`src/rtl/alu_pkg.sv`:
```
// Shared definitions for the ALU arbiter: opcodes, default widths
// and the arbiter state encoding.
package alu_pkg;

    localparam int DATA_W_DEF = 24;
    localparam int OP_W_DEF   = 4;

    localparam logic [3:0] OP_ADD      = 4'b0001;
    localparam logic [3:0] OP_SUB      = 4'b0010;
    localparam logic [3:0] OP_PASSATOC = 4'b0011;
    localparam logic [3:0] OP_PASSBTOC = 4'b0100;
    localparam logic [3:0] OP_INCAC    = 4'b0101;
    localparam logic [3:0] OP_DECAC    = 4'b0110;
    localparam logic [3:0] OP_LSHIFT1  = 4'b0111;
    localparam logic [3:0] OP_LSHIFT2  = 4'b1000;
    localparam logic [3:0] OP_LSHIFT9  = 4'b1001;
    localparam logic [3:0] OP_RSHIFT4  = 4'b1010;
    localparam logic [3:0] OP_RESET    = 4'b1011;

    typedef enum logic [2:0] {
        S_IDLE,
        S_GRANT,
        S_ISSUE,
        S_WAIT,
        S_RESP
    } arb_state_t;

endpackage

```
`src/rtl/alu_arbiter_if.sv`:
```
// Requester-side bus of the ALU arbiter.
// ALU_ARB_LOCK_EN adds the req_lock ownership-hold signal.
interface alu_arbiter_if
    import alu_pkg::*;
#(
    parameter int NUM_REQ = 2,
    parameter int DATA_W  = DATA_W_DEF,
    parameter int OP_W    = OP_W_DEF
);
    logic [NUM_REQ-1:0]        req;
    logic [NUM_REQ*OP_W-1:0]   req_op;
    logic [NUM_REQ*DATA_W-1:0] req_a;
    logic [NUM_REQ*DATA_W-1:0] req_b;
`ifdef ALU_ARB_LOCK_EN
    logic [NUM_REQ-1:0]        req_lock;
`endif
    logic [NUM_REQ-1:0]        gnt;
    logic [NUM_REQ-1:0]        rsp_valid;
    logic [DATA_W-1:0]         rsp_data;
    logic                      rsp_zero;

`ifdef ALU_ARB_LOCK_EN
    modport master (
        output req, req_op, req_a, req_b, req_lock,
        input  gnt, rsp_valid, rsp_data, rsp_zero
    );
    modport slave (
        input  req, req_op, req_a, req_b, req_lock,
        output gnt, rsp_valid, rsp_data, rsp_zero
    );
`else
    modport master (
        output req, req_op, req_a, req_b,
        input  gnt, rsp_valid, rsp_data, rsp_zero
    );
    modport slave (
        input  req, req_op, req_a, req_b,
        output gnt, rsp_valid, rsp_data, rsp_zero
    );
`endif

endinterface

```
`src/rtl/alu_arbiter_rr_pick.sv`:
```
// Round-robin picker: first set request at or above ptr, wrapping.
module rr_pick #(
    parameter int N  = 2,
    parameter int PW = (N > 1) ? $clog2(N) : 1
) (
    input  logic [N-1:0]  req,
    input  logic [PW-1:0] ptr,
    output logic [N-1:0]  pick,
    output logic [PW-1:0] idx,
    output logic          any
);

    int            j;
    logic [PW-1:0] jj;

    always_comb begin
        pick = '0;
        idx  = '0;
        any  = 1'b0;
        j    = 0;
        jj   = '0;
        for (int i = 0; i < N; i++) begin
            j  = (int'(ptr) + i) % N;
            jj = PW'(j);
            if (!any && req[jj]) begin
                pick[jj] = 1'b1;
                idx      = jj;
                any      = 1'b1;
            end
        end
    end

endmodule

```
`src/rtl/alu_arbiter.sv`:
```
// Round-robin sharing of one multi-cycle ALU between NUM_REQ requesters.
// ALU_ARB_LOCK_EN lets the owner keep the ALU across several operations.
module alu_arbiter
    import alu_pkg::*;
#(
    parameter int NUM_REQ = 2,
    parameter int DATA_W  = DATA_W_DEF,
    parameter int OP_W    = OP_W_DEF,
    parameter int ALU_LAT = 4
) (
    input  logic              clk,
    input  logic              rst_n,
    alu_arbiter_if.slave      bus,
    output logic              busy,
    output logic              alu_start,
    output logic [OP_W-1:0]   alu_op,
    output logic [DATA_W-1:0] alu_a,
    output logic [DATA_W-1:0] alu_b,
    input  logic [DATA_W-1:0] alu_c,
    input  logic              alu_z
);

    localparam int PW = (NUM_REQ > 1) ? $clog2(NUM_REQ) : 1;
    localparam int CW = (ALU_LAT > 1) ? $clog2(ALU_LAT) : 1;

    arb_state_t         state, state_nxt;
    logic [PW-1:0]      ptr, owner, nxt_ptr;
    logic [CW-1:0]      cnt;
    logic [NUM_REQ-1:0] req_m, pick;
    logic [PW-1:0]      idx;
    logic               any, arb_ok, do_grant;

`ifdef ALU_ARB_LOCK_EN
    logic locked;

    // While the lock holds, only the owner may win; ptr already points past it.
    always_comb begin
        req_m = bus.req;
        if (locked && bus.req_lock[owner])
            req_m = bus.req & (NUM_REQ'(1) << owner);
    end
`else
    assign req_m = bus.req;
`endif

    rr_pick #(.N(NUM_REQ), .PW(PW)) u_pick (
        .req  (req_m),
        .ptr  (ptr),
        .pick (pick),
        .idx  (idx),
        .any  (any)
    );

    assign arb_ok   = (state == S_IDLE) || (state == S_RESP);
    assign do_grant = arb_ok && any;
    assign nxt_ptr  = (int'(owner) == NUM_REQ - 1) ? '0 : owner + 1'b1;

    always_comb begin
        state_nxt = state;
        unique case (state)
            S_IDLE:  if (any) state_nxt = S_GRANT;
            S_GRANT: state_nxt = S_ISSUE;
            S_ISSUE: state_nxt = S_WAIT;
            S_WAIT:  if (cnt == '0) state_nxt = S_RESP;
            S_RESP:  state_nxt = any ? S_GRANT : S_IDLE;
            default: state_nxt = S_IDLE;
        endcase
    end

    always_ff @(posedge clk or negedge rst_n) begin
        if (!rst_n) begin
            state         <= S_IDLE;
            ptr           <= '0;
            owner         <= '0;
            cnt           <= '0;
            busy          <= 1'b0;
            alu_start     <= 1'b0;
            alu_op        <= '0;
            alu_a         <= '0;
            alu_b         <= '0;
            bus.gnt       <= '0;
            bus.rsp_valid <= '0;
            bus.rsp_data  <= '0;
            bus.rsp_zero  <= 1'b0;
`ifdef ALU_ARB_LOCK_EN
            locked        <= 1'b0;
`endif
        end else begin
            state         <= state_nxt;
            busy          <= (state_nxt != S_IDLE);
            alu_start     <= 1'b0;
            bus.gnt       <= '0;
            bus.rsp_valid <= '0;
            if (do_grant) begin
                bus.gnt <= pick;
                owner   <= idx;
                alu_op  <= bus.req_op[int'(idx)*OP_W +: OP_W];
                alu_a   <= bus.req_a[int'(idx)*DATA_W +: DATA_W];
                alu_b   <= bus.req_b[int'(idx)*DATA_W +: DATA_W];
`ifdef ALU_ARB_LOCK_EN
                locked  <= 1'b0;
`endif
            end
            if (state == S_GRANT) begin
                alu_start <= 1'b1;
                cnt       <= CW'(ALU_LAT - 1);
            end
            if (state == S_WAIT && cnt != '0)
                cnt <= cnt - 1'b1;
            if (state == S_WAIT && cnt == '0) begin
                bus.rsp_data         <= alu_c;
                bus.rsp_zero         <= alu_z;
                bus.rsp_valid[owner] <= 1'b1;
                ptr                  <= nxt_ptr;
`ifdef ALU_ARB_LOCK_EN
                locked               <= bus.req_lock[owner];
`endif
            end
        end
    end

endmodule

```
`src/flat_wrapper.sv`:
```
// flat-port wrapper written by rule: the top's interface ports become plain ports
module alu_arbiter_flat import alu_pkg::*;
#(
    parameter int NUM_REQ = 2,
    parameter int DATA_W  = DATA_W_DEF,
    parameter int OP_W    = OP_W_DEF,
    parameter int ALU_LAT = 4
)
  (clk, rst_n, busy, alu_start, alu_op, alu_a, alu_b, alu_c, alu_z, bus_req, bus_req_op, bus_req_a, bus_req_b, bus_gnt, bus_rsp_valid, bus_rsp_data, bus_rsp_zero);
  alu_arbiter_if #(.NUM_REQ(NUM_REQ), .DATA_W(DATA_W), .OP_W(OP_W)) bus_i ();
  input  logic clk;
  input  logic rst_n;
  output logic busy;
  output logic alu_start;
  output logic [OP_W-1:0] alu_op;
  output logic [DATA_W-1:0] alu_a;
  output logic [DATA_W-1:0] alu_b;
  input  logic [DATA_W-1:0] alu_c;
  input  logic alu_z;
  input wire logic [$bits(bus_i.req)-1:0] bus_req;
  input wire logic [$bits(bus_i.req_op)-1:0] bus_req_op;
  input wire logic [$bits(bus_i.req_a)-1:0] bus_req_a;
  input wire logic [$bits(bus_i.req_b)-1:0] bus_req_b;
  output wire logic [$bits(bus_i.gnt)-1:0] bus_gnt;
  output wire logic [$bits(bus_i.rsp_valid)-1:0] bus_rsp_valid;
  output wire logic [$bits(bus_i.rsp_data)-1:0] bus_rsp_data;
  output wire logic [$bits(bus_i.rsp_zero)-1:0] bus_rsp_zero;
  assign bus_i.req = bus_req;
  assign bus_i.req_op = bus_req_op;
  assign bus_i.req_a = bus_req_a;
  assign bus_i.req_b = bus_req_b;
  assign bus_gnt = bus_i.gnt;
  assign bus_rsp_valid = bus_i.rsp_valid;
  assign bus_rsp_data = bus_i.rsp_data;
  assign bus_rsp_zero = bus_i.rsp_zero;
  alu_arbiter #(.NUM_REQ(NUM_REQ), .DATA_W(DATA_W), .OP_W(OP_W), .ALU_LAT(ALU_LAT)) u_core (.clk(clk), .rst_n(rst_n), .bus(bus_i), .busy(busy), .alu_start(alu_start), .alu_op(alu_op), .alu_a(alu_a), .alu_b(alu_b), .alu_c(alu_c), .alu_z(alu_z));
endmodule
```
`config.mk`:
```
export PLATFORM = sky130hd
export DESIGN_NAME = alu_arbiter_flat
export DESIGN_NICKNAME = d
export VERILOG_FILES = /design/src/rtl/alu_pkg.sv /design/src/rtl/alu_arbiter_if.sv /design/src/rtl/alu_arbiter_rr_pick.sv /design/src/rtl/alu_arbiter.sv /design/src/flat_wrapper.sv
export SDC_FILE = /design/constraint.sdc
export NUM_CORES = 1
export LEC_CHECK = 0
export CAP_MARGIN = 20
export CORE_AREA = 4 4 104 106
export CTS_CLUSTER_DIAMETER = 40
export CTS_CLUSTER_SIZE = 28
export DETAILED_ROUTE_END_ITERATION = 8
export DIE_AREA = 0 0 108 110
export GPL_TIMING_DRIVEN = 0
export HOLD_SLACK_MARGIN = 0.06
export PLACE_DENSITY = 0.85
export SYNTH_ARGS = -nofsm -noshare
export SYNTH_HDL_FRONTEND = slang
export SYNTH_SLANG_ARGS = --single-unit
export TNS_END_PERCENT = 50
```
`constraint.sdc`:
```
create_clock -name clk -period 5.3 [get_ports clk]
set_clock_uncertainty 0.2 [all_clocks]
set_input_delay 0.53 -clock clk [delete_from_list [all_inputs] [get_ports clk]]
set_output_delay 0.53 -clock clk [all_outputs]
set_load 0.03 [all_outputs]
```
==> out/summary.txt <==
Status - finished, final reports clean
GRT Util Overall - 0.226
Syn nets - 483
Crit Path Max Fanout - 10
Comb power frac - 0.538
Area Growth Syn to Fin - 61.7%
Min-delay worst type - reg2reg
Final Net Count - 710
Post-synthesis xor/xnor area fraction - 0
Critical Path, Cell by Cell - clkdlybuf4s50_1 -> nor2b_1 -> clkbuf_1 -> clkbuf_1 -> o21ai_0 -> a2bb2oi_2
Synth Area in Compound Gates - 0.307
Seq cells post-synth - 90
Mapped Cells - 349
Hold WS - 256 ps
Post-CTS setup buffer count - 0
Fillcell total - 730
DR iter-0 viols - 210
Sequential share of power - 0.314
Setup Total Neg Slack - 0 ps
Post-synthesis cell area - 0.00420 mm2
WL per Instance - 19.3 um
I/O Buffers - 214
Clock latency on the worst-skew pair - 350 ps
Ports - 216
DP Wirelength - 10300 um
CTS clock-pin slew for the worst setup and hold paths - 100 ps
Setup crit start kind - primary input
Core area - 0.00977 mm2
Largest net degree at the start of global routing - 66
Row count - 36
Fin. max-slew vios - 0
Grt ovf - 0
Combinational family with the most area after synthesis - compound AO/OA/AOI/OAI gates
CTS tree - done
Critical path's most frequent cell - clkbuf_1
CP top delay family - buffers and inverters
H-tree lvl count - 3
ANT nets after route - 0
Crit-path slowest cell - clkdlybuf4s50_1
1st-pass router iterations - 5
Post-synth cell types - 27
Post-synth top area share - 0.537
CP arrival - 2300 ps
Crit path time final - 2220 ps
Die Span Y - 110 um
Max-Cap Viols - 0
Max-slew headroom - 0.658
Synth area leader - dfrtp_1
Final Hold Fails - 0
Sequential-to-total area share from yosys stat - 0.537
Fraction of layout cells with a size suffix above 1 - 0.126
NetSw - 0.00156 W
Final Util - 0.695
Adder-cell share of the synthesized area - 0.00298
Simple-gate share of the synthesized area - 0.0283
Power Density - 571 mW/mm2
Cell leakage power - 2.66 nW
First-pass GRT wire length - 21300 um
Die X - 108 um
CTS sink cnt - 90
Yosys synthesis warning count - 0
Maximum clock rate - 451 MHz
Int Power - 0.00231 W
Root buffer cell - clkbuf_8
Buffers and inverters on the worst path - 3
Ant. Diodes - 0
Vias - 4028
Clock network fraction of design power - 0.148
Num CTS Buffers - 9
Die area - 0.0119 mm2
Critical path class - in2reg
Final wirelength - 13800 um
Tcrit/Tclk final - 0.418
# setup viols final - 0
Clk buf depth - 2
Most common cell after layout, fill and taps aside - clkdlybuf4s50_1
Post-synthesis mux area share - 0.0671
Vias in the first global route - 4184
CP required - 5380 ps
Effective utilization at floorplan - 0.429
Initial antenna violation count - 0
Residual DRC - 0
Syn avg cell area - 12.0 um2
VDD IR max - 331 uV
Max stage delay on crit path - 540 ps
Unrepaired setup endpoints after global routing - false
CP Capture Type - flop
Commonest cells after routing, fill and taps aside - clkdlybuf4s50_1 (213), dfrtp_1 (90), o21ai_0 (52), a311oi_1 (52), a2bb2oi_1 (42)
Sw Ratio - 0.403
Worst Tran Pin Value - 513 ps
Top cells by area, synth - dfrtp_1 (54%), a311oi_1 (11%), a2bb2oi_1 (8.8%)
GPL Wtd Cong - 0.873
Vias/cell - 5.64
worst reg2reg max path, stage by stage (launching register included):
cell,delay (ps)
dfrtp_1,370
inv_1,50
ha_1,240
nand4b_1,130
buf_2,270
buf_2,280
mux2_2,360
routing by layer:
layer | GRT usage | routed length, um
met1 | 0.290 | 5570
met2 | 0.379 | 6840
met3 | 0.0518 | 1120
met4 | 0.0794 | 289
met5 | 0 | 0
power groups by stage:
stage	Clock (W)	Sequential (W)	Combinational, W
after floorplan	0	0.00182	0.000578
after global placement	0	0.00122	0.00206
after global routing	0.000613	0.00126	0.00219
after CTS	0.000584	0.00122	0.00210
final	0.000574	0.00122	0.00209
after detailed placement	0	0.00123	0.00210
cell usage after synthesis:
| cell | instances |
|---|---|
| buf_4 | 1 |
| ha_1 | 1 |
| a21oi_1 | 2 |
| nor3_1 | 2 |
| a2bb2oi_1 | 42 |
| a311oi_1 | 52 |
| a31o_2 | 1 |
| and3_1 | 2 |
| a2bb2oi_2 | 10 |
| a21o_1 | 2 |
| or2_0 | 1 |
| inv_1 | 6 |
| dfrtp_1 | 90 |
| buf_6 | 6 |
| clkbuf_1 | 26 |
| buf_2 | 10 |
| nor2b_1 | 2 |
| nand2b_1 | 2 |
| o21ai_0 | 52 |
| a31oi_1 | 2 |
| nor2_8 | 1 |
| o21bai_1 | 1 |
| nand4b_1 | 1 |
| nor2_2 | 1 |
| mux2_2 | 25 |
| nor2_1 | 5 |
| nand2_1 | 3 |
through the flow:
stage               total power, W  instances  area [um2]  setup slack, ps
floorplan                  0.00240        349        4200             3510
global placement           0.00328        696        6510              280
detailed placement         0.00332        697        6530             2760
CTS                        0.00391        714        6790             3110
global route               0.00406        714        6790             2970
finish                     0.00388        714        6790             3080
what timing repair did:
action / CTS / global route
hold buffers: 1 / 0
resized for setup: 0 / 0
endpoints found under the hold margin: 25 / 0
kinds of logic after synthesis:
group	Yosys count
adders and majority gates	1
muxes	25
and+or+nand+nor	20
DFF	90
buffers and inverters	49
AOI/OAI and AO/OA	164
worst paths after layout:
kind	slack (ps)	cells past startpoint	start	end
worst min-delay path	260	1	u_core.owner	u_core.bus.rsp_valid[0]
max in group asynchronous	3830	3	rst_n	u_core.alu_b[3]
worst max register to register	3310	6	u_core.cnt[0]	u_core.bus.rsp_data[8]
worst min register to register	260	1	u_core.owner	u_core.bus.rsp_valid[0]
min in group asynchronous	420	2	rst_n	u_core.bus.rsp_data[10]
worst max-delay path	3080	6	bus_req[0]	u_core.alu_a[5]
registers in the layout, indices dropped and copies added, names as in the netlist:
register,cells
u_core.state,3
u_core.ptr,1
u_core.alu_a,24
u_core.alu_start,1
u_core.alu_op,4
u_core.bus.gnt,2
u_core.cnt,2
u_core.bus.rsp_valid,2
u_core.owner,1
u_core.alu_b,24
u_core.bus.rsp_data,24
u_core.busy,1
u_core.bus.rsp_zero,1
cell type report:
type | instances | area, um2 | area share
Buffer | 43 | 223 | 0.0328
Clock buffer | 9 | 124 | 0.0182
Clock inverter | 7 | 124 | 0.0182
Inverter | 6 | 22.5 | 0.00332
Multi-Input combinational cell | 210 | 1700 | 0.250
Sequential cell | 90 | 2250 | 0.332
Tap cell | 133 | 166 | 0.0245
Timing Repair Buffer | 216 | 2180 | 0.321
Power figures use the tool's default switching activity.
